### src/rtl/ioctl_upload_server.sv
// Host ioctl upload responder: fetches bytes from a fixed-latency memory port and returns them on ioctl_din.
// Optional UPLOAD_CHECKSUM_EN adds a running mod-256 checksum of delivered bytes on upload_csum.
module ioctl_upload_server #(
  parameter int          ADDR_W       = 17,
  parameter int          MEM_BYTES    = 131072,
  parameter int          RD_LATENCY   = 1,
  parameter logic [7:0]  UPLOAD_INDEX = 8'd2,
  parameter logic [7:0]  FILL_BYTE    = 8'hFF
) (
  input  logic              clk_sys,
  input  logic              reset_n,
  input  logic              ioctl_upload,
  input  logic              ioctl_rd,
  input  logic [24:0]       ioctl_addr,
  input  logic [7:0]        ioctl_index,
  output logic [7:0]        ioctl_din,
  output logic              ioctl_wait,
  output logic [ADDR_W-1:0] mem_addr,
  output logic              mem_rd,
  input  logic [7:0]        mem_data,
  output logic              upload_active,
`ifdef UPLOAD_CHECKSUM_EN
  output logic [7:0]        upload_csum,
`endif
  output logic [24:0]       bytes_sent
);

  typedef enum logic [1:0] {S_IDLE, S_FETCH, S_DONE} state_t;

  localparam logic [24:0] LP_MEM_BYTES = 25'(MEM_BYTES);
  // cnt is 1 in the strobe cycle; data lands RD_LATENCY cycles after that
  localparam logic [3:0]  LP_CNT_LAST  = 4'(RD_LATENCY + 1);

  state_t            r_state;
  logic [3:0]        r_cnt;
  logic [7:0]        r_din;
  logic              r_wait;
  logic [ADDR_W-1:0] r_mem_addr;
  logic              r_mem_rd;
  logic              r_active;
  logic              r_active_d;
  logic [24:0]       r_bytes;

  logic        w_sel;
  logic        w_accept;
  logic        w_in_range;
  logic        w_clr;
  logic [24:0] w_bytes_base;
  logic [24:0] w_bytes_inc;

  assign w_sel        = ioctl_upload && (ioctl_index == UPLOAD_INDEX);
  assign w_accept     = (r_state == S_IDLE) && ioctl_rd && w_sel;
  assign w_in_range   = ioctl_addr < LP_MEM_BYTES;
  assign w_clr        = r_active && !r_active_d;
  assign w_bytes_base = w_clr ? 25'd0 : r_bytes;
  assign w_bytes_inc  = (&w_bytes_base) ? w_bytes_base : w_bytes_base + 25'd1;

`ifdef UPLOAD_CHECKSUM_EN
  logic [7:0] r_csum;
  logic [7:0] w_csum_base;
  assign w_csum_base = w_clr ? 8'd0 : r_csum;
  assign upload_csum = r_csum;
`endif

  always_ff @(posedge clk_sys) begin
    if (!reset_n) begin
      r_state    <= S_IDLE;
      r_cnt      <= 4'd0;
      r_din      <= 8'd0;
      r_wait     <= 1'b0;
      r_mem_addr <= '0;
      r_mem_rd   <= 1'b0;
      r_active   <= 1'b0;
      r_active_d <= 1'b0;
      r_bytes    <= 25'd0;
`ifdef UPLOAD_CHECKSUM_EN
      r_csum     <= 8'd0;
`endif
    end else begin
      r_active   <= w_sel;
      r_active_d <= r_active;
      r_bytes    <= w_bytes_base;
      r_mem_rd   <= 1'b0;
`ifdef UPLOAD_CHECKSUM_EN
      r_csum     <= w_csum_base;
`endif
      case (r_state)
        S_IDLE: begin
          if (w_accept) begin
            r_wait <= 1'b1;
            if (w_in_range) begin
              r_mem_addr <= ioctl_addr[ADDR_W-1:0];
              r_mem_rd   <= 1'b1;
              r_cnt      <= 4'd1;
              r_state    <= S_FETCH;
            end else begin
              r_din   <= FILL_BYTE;
              r_state <= S_DONE;
            end
          end
        end
        S_FETCH: begin
          // losing the session wins over a completing fetch
          if (!ioctl_upload) begin
            r_wait  <= 1'b0;
            r_cnt   <= 4'd0;
            r_state <= S_IDLE;
          end else if (r_cnt == LP_CNT_LAST) begin
            r_din   <= mem_data;
            r_wait  <= 1'b0;
            r_bytes <= w_bytes_inc;
            r_cnt   <= 4'd0;
            r_state <= S_IDLE;
`ifdef UPLOAD_CHECKSUM_EN
            r_csum  <= w_csum_base + mem_data;
`endif
          end else begin
            r_cnt <= r_cnt + 4'd1;
          end
        end
        S_DONE: begin
          r_wait  <= 1'b0;
          r_state <= S_IDLE;
          if (ioctl_upload) begin
            r_bytes <= w_bytes_inc;
`ifdef UPLOAD_CHECKSUM_EN
            r_csum  <= w_csum_base + FILL_BYTE;
`endif
          end
        end
        default: begin
          r_wait  <= 1'b0;
          r_state <= S_IDLE;
        end
      endcase
    end
  end

  assign ioctl_din     = r_din;
  assign ioctl_wait    = r_wait;
  assign mem_addr      = r_mem_addr;
  assign mem_rd        = r_mem_rd;
  assign upload_active = r_active;
  assign bytes_sent    = r_bytes;

endmodule

### config.mk
export PLATFORM = sky130hd
export DESIGN_NAME = ioctl_upload_server
export DESIGN_NICKNAME = d
export VERILOG_FILES = /design/src/rtl/ioctl_upload_server.sv
export SDC_FILE = /design/constraint.sdc
export NUM_CORES = 1
export LEC_CHECK = 0
export BUFFER_PORTS_ARGS = -buffer_cell sky130_fd_sc_hd__buf_2
export CAP_MARGIN = 20
export CORE_AREA = 2 2 93 118
export DETAILED_ROUTE_END_ITERATION = 12
export DIE_AREA = 0 0 95 120
export PLACE_DENSITY = 0.63
export RECOVER_POWER = 50
export SLEW_MARGIN = 20
export SYNTH_ARGS = -nofsm -noshare
export SYNTH_HDL_FRONTEND = slang
export SYNTH_SLANG_ARGS = --single-unit
### constraint.sdc
create_clock -name clk_sys -period 8.8 [get_ports clk_sys]
set_input_delay 0.44 -clock clk_sys [delete_from_list [all_inputs] [get_ports clk_sys]]
set_output_delay 0.44 -clock clk_sys [all_outputs]
set_load 0.03 [all_outputs]
### After elaboration in Yosys (flattened, before gate mapping)

Index checks and enable logic that the tools add are counted.

| storage, ports and cells | value |
|---|---|
| bits in registers | 60 |
| output and inout bits | 53 |
| input bits | 45 |
| word-level logic and storage cells | 61 |

| cells by class | value |
|---|---|
| add/sub/neg operators | 2 |
| $lt $le $gt $ge | 1 |
| reduce and logical (&&, ||, !) cells | 13 |
| equality and inequality tests | 10 |
| muxes and demuxes | 26 |

Operators with widths:

| operator | count |
|---|---|
| $mux 25 | 5 |
| $pmux 25 s2 | 1 |
| $mux 8 | 4 |
| $add 25x1->25 const B | 1 |
| $lt 25x18->1 const B | 1 |
| $reduce_and 25->1 | 1 |
| $mux 4 | 4 |
| $pmux 8 s2 | 1 |
| $ne 2x2->1 const B | 5 |
| $reduce_and 3->1 | 3 |
| $eq 8x2->1 const B | 1 |
| $mux 2 | 4 |
| $pmux 4 s2 | 1 |
| $reduce_and 5->1 | 1 |
| $add 4x1->4 const B | 1 |
| $eq 4x2->1 const B | 1 |
| $logic_and 1x1->1 | 4 |
| $mux 1 | 4 |
| $pmux 2 s2 | 1 |
| $ne 3x3->1 const B | 1 |
| $eq 2x1->1 const B | 1 |
| $eq 2x2->1 const B | 1 |
| $logic_not 2->1 | 1 |
| $pmux 1 s2 | 1 |
| other kinds (3) | 3 |

### Depth between registers and ports, before layout

| logic depth | value |
|---|---|
| word-level depth | 8 |
| mapped depth | 14 |
| mapped depth without buffers | 10 |

### Worst setup path before layout

No wires, ideal clock.

| path | value |
|---|---|
| path kind | register to register |
| from | reg r_active, in the netlist upload_active |
| to | reg r_bytes[22], in the netlist bytes_sent[22] |
| buffers on the path | 3 |
| clock period less this slack | 3.198 ns |
| data arrival time | 3.128 ns |
| stages on the path, launching flop included | 14 |
| required time | 8.730 ns |
| setup slack | 5.602 ns |
| library setup time | 0.070 ns |
| cell sequence | dfxtp_1 -> nand2b_1 -> clkbuf_1 -> clkbuf_1 -> clkbuf_1 -> nand2_1 -> inv_1 -> ha_1 -> and2_1 -> nand3_1 -> nor4_4 -> nand4_2 -> or4_1 -> a21oi_1 |

| between the ends | value |
|---|---|
| cells in the longest elaborated chain, start to end | 7 |
| elaborated cells on any way between the ends | 9 |
| those cells by class | add/sub: 1; mux: 6; reduce/logical: 2 |

RTL lines:

| item | line | source |
|---|---|---|
| start, declared | 40 | `logic r_active;` |
| start signal, assigned | 80 | `r_active <= w_sel;` |
| $logic_and 1x1->1 (*) | 54 | `assign w_clr = r_active && !r_active_d;` |
| $mux 25 (*) | 55 | `assign w_bytes_base = w_clr ? 25'd0 : r_bytes;` |
| $add 25x1->25 / $reduce_and 25->1 (equally long branches) | 56 | `assign w_bytes_inc = (&w_bytes_base) ? w_bytes_base : w_bytes_base + 25'd1;` |
| $mux 25 | 56 |  |
| $mux 25 | 108 | `end else if (r_cnt == LP_CNT_LAST) begin` |
| $mux 25 | 104 | `if (!ioctl_upload) begin` |
| $pmux 25 s2 (*) | 87 | `case (r_state)` |
| end signal, assigned | 82 | `r_bytes <= w_bytes_base;` |
| end signal, assigned | 111 | `r_bytes <= w_bytes_inc;` |
| end signal, assigned | 125 | `r_bytes <= w_bytes_inc;` |
| end, declared | 42 | `logic [24:0] r_bytes;` |

Mark *: on every way between the ends. The rest lies on a longest branch, timed or not.
A chain may end at the register's enable or synchronous reset.

### Worst setup path in the final report

| path | value |
|---|---|
| from | reg r_active_d |
| to | reg r_bytes[5], in the netlist bytes_sent[5] |

| between the ends | value |
|---|---|
| cells in the longest elaborated chain, start to end | 8 |
| elaborated cells on any way between the ends | 10 |
| those cells by class | add/sub: 1; mux: 6; reduce/logical: 3 |

RTL lines:

| item | line | source |
|---|---|---|
| start, declared | 41 | `logic r_active_d;` |
| start signal, assigned | 81 | `r_active_d <= r_active;` |
| $logic_not 1->1 (*) | 54 |  |
| $logic_and 1x1->1 (*) | 54 |  |
| $mux 25 (*) | 55 |  |
| $add 25x1->25 / $reduce_and 25->1 (equally long branches) | 56 |  |
| $mux 25 | 56 |  |
| $mux 25 | 108 |  |
| $mux 25 | 104 |  |
| $pmux 25 s2 (*) | 87 |  |

Marked as above.

==> reports/qor.yml <==
num_vias: 3800
max-slew-margin-rel: 0.251
clk_latency_ps: 330
drt_iter0_markers: 296
p_per_area_nw_per_um2: 153
crit_fanout: 45
cts_made_buffers: 9
end_kind: "register"
synth-seq-cells: 60
finalWirelength_mm: 10.6
layout-drive-gt1-share: 0.151
critPathKind: "register to register"
startpoint_type: "register"
grt-ovfl-total: 0
hold_class: "input port to register"
vdd_ir_drop_max_mv: 0.0830
final.period_utilization: 0.407
root_buffer: "clkbuf_16"
dieHeight_um: 120
final_area_um2: 4350
rsz0062_at_grt: "false"
cts_buffer_depth: 2
num_io_pins: 98
worstPathRequired_ps: 9040
cts-htree-levels: 3
avgSynthCellArea_um2: 7.93
fillers: 1087
drtPass1Iterations: 6
fin_tns_setup_ps: 0
grt_pass1_vias: 3533
setup_viol: 0
fin_hold_ws_ps: 340
yosysTopAreaCellShare: 0.340
die_area_um2: 11400
period_minus_slack_ps: 3580
cts_tree: "done"
vias_per_cell: 5.68
yosys.cell_types.count: 70
final_cell_mix: "dfxtp_1 (60), nand2_1 (53), clkbuf_1 (53)"
synth_top_area_cell: "dfxtp_1"
start_util: 0.341
worstPathArrival_ps: 3820
die_x_um: 95
tightest_slew_ps: 1120
outcome: "complete, no violations"
synth-edff-count: 0
cts.reportedPaths.clkPinSlew_ps: 50
synth_top_flop_cell: "dfxtp_1"
placed_area_um2: 4100
yosys_warnings: 0
synth.area.top_cells: "dfxtp_1 (34%), nand2_1 (5.6%), mux2i_1 (5.4%)"
p_leak_uw: 0.00149
cap_violations: 0
wire_per_inst_um: 15.9
final_common_cell: "dfxtp_1"
hold_violations: 0
hpwl_mm: 7.67
core-area_um2: 10400
syn_area_um2: 3530
async_flop_share: 0
area_growth_syn_to_layout_pct: 23.2
holdBufCountCts: 0
port_buffers: 97
place.gp.congestion: 0.885
grt_max_degree: 46
drtAntennaViolNets: 0
yosysSeqAreaShare: 0.340
drcViolationCount: 0
p_total_uw: 668
grt_pass1_wl_mm: 17.3
grt_usage: 0.194
n_antenna_cell: 0
cts_setup_buffers: 0
cts_sinks: 60
rows: 42
max_freq_ghz: 0.280
cts_resized: 0
nets: 583
synth_nets: 497
grt_antenna_before_repair: 0
fin_skew_ps: 6.98
slew_violations: 0
netlist_instances: 446
-- worst paths after layout --
| kind | from | end | slack, ps | cells after the start |
|---|---|---|---|---|
| hold / removal | ioctl_addr[5] | mem_addr[5]$_SDFFE_PN0P_ | 340 | 3 |
| setup / recovery | r_active_d$_SDFF_PN0_ | bytes_sent[5]$_SDFF_PN0_ | 5220 | 11 |
| hold reg to reg | ioctl_din[7]$_SDFFE_PN0P_ | ioctl_din[7]$_SDFFE_PN0P_ | 450 | 2 |
| setup reg to reg | r_active_d$_SDFF_PN0_ | bytes_sent[5]$_SDFF_PN0_ | 5220 | 11 |
-- Yosys cell counts (all sizes together) (8+ instances only) --
cell type  count
nor2          51
or4            9
nand4         19
mux2i         19
buf            9
a21o           8
nand3         18
o21ai         10
and2           8
nand2         53
clkbuf        18
dfxtp         60
a21oi         28
a31oi          8
inv           15
nor4          11
-- metal layers --
metal	part of all wire	wire length, um	GRT usage
met5	0	0	0
met4	0.025	266	0.0933
met3	0.069	736	0.0326
met2	0.50	5330	0.327
met1	0.40	4300	0.235
-- flip-flops by register name, summed over array words and instances, names as in the netlist --
register,cells
bytes_sent,25
ioctl_din,8
ioctl_wait,1
mem_addr,17
mem_rd,1
r_active_d,1
r_cnt,4
r_state,2
upload_active,1
-- worst max-delay path, stage by stage (launching register included) --
cell and delay (ps):
dfxtp_1 370, nand2b_1 120, buf_4 400, nand2_1 190, inv_1 130, ha_1 220, and2_1 170, nand4_1 130
nor4_1 840, nor2_1 390, a31o_1 310, a211oi_1 220
-- layout make-up --
cell class,instances,area [um2],area share
clock buffer,13,280,0.0644
clock inverter,3,42.5,0.00977
inverter,16,60.1,0.0138
multi-input combinational,343,2150,0.493
sequential,60,1200,0.276
tap,132,165,0.0379
timing repair buffer,102,457,0.105
-- cells by family after synthesis --
kind of cell / after synthesis / synth area share
flops: 60 / 0.340
xor+xnor: 5 / 0.0124
simple gates: 206 / 0.311
buf+inv: 43 / 0.0527
fa+ha+maj: 6 / 0.0212
mux: 20 / 0.0570
compound gates: 106 / 0.206
-- through the flow --
stage	worst slack (ps)	cells	util
after floorplan	5600	446	-
after global routing	4820	669	0.420
final	5220	669	0.420
after detailed placement	5320	653	0.396
after global placement	5510	653	0.396
after CTS	5270	669	0.427
-- where the power goes --
part / leakage (uW) / internal (uW) / switching, uW
Sequential: 0.000483 / 272 / 0.0551
Combinational: 0.000854 / 9.96 / 12.3
Clock: 0.000158 / 249 / 124
Total: 0.00149 / 531 / 137
No activity file was read; power rests on OpenSTA's default activity.
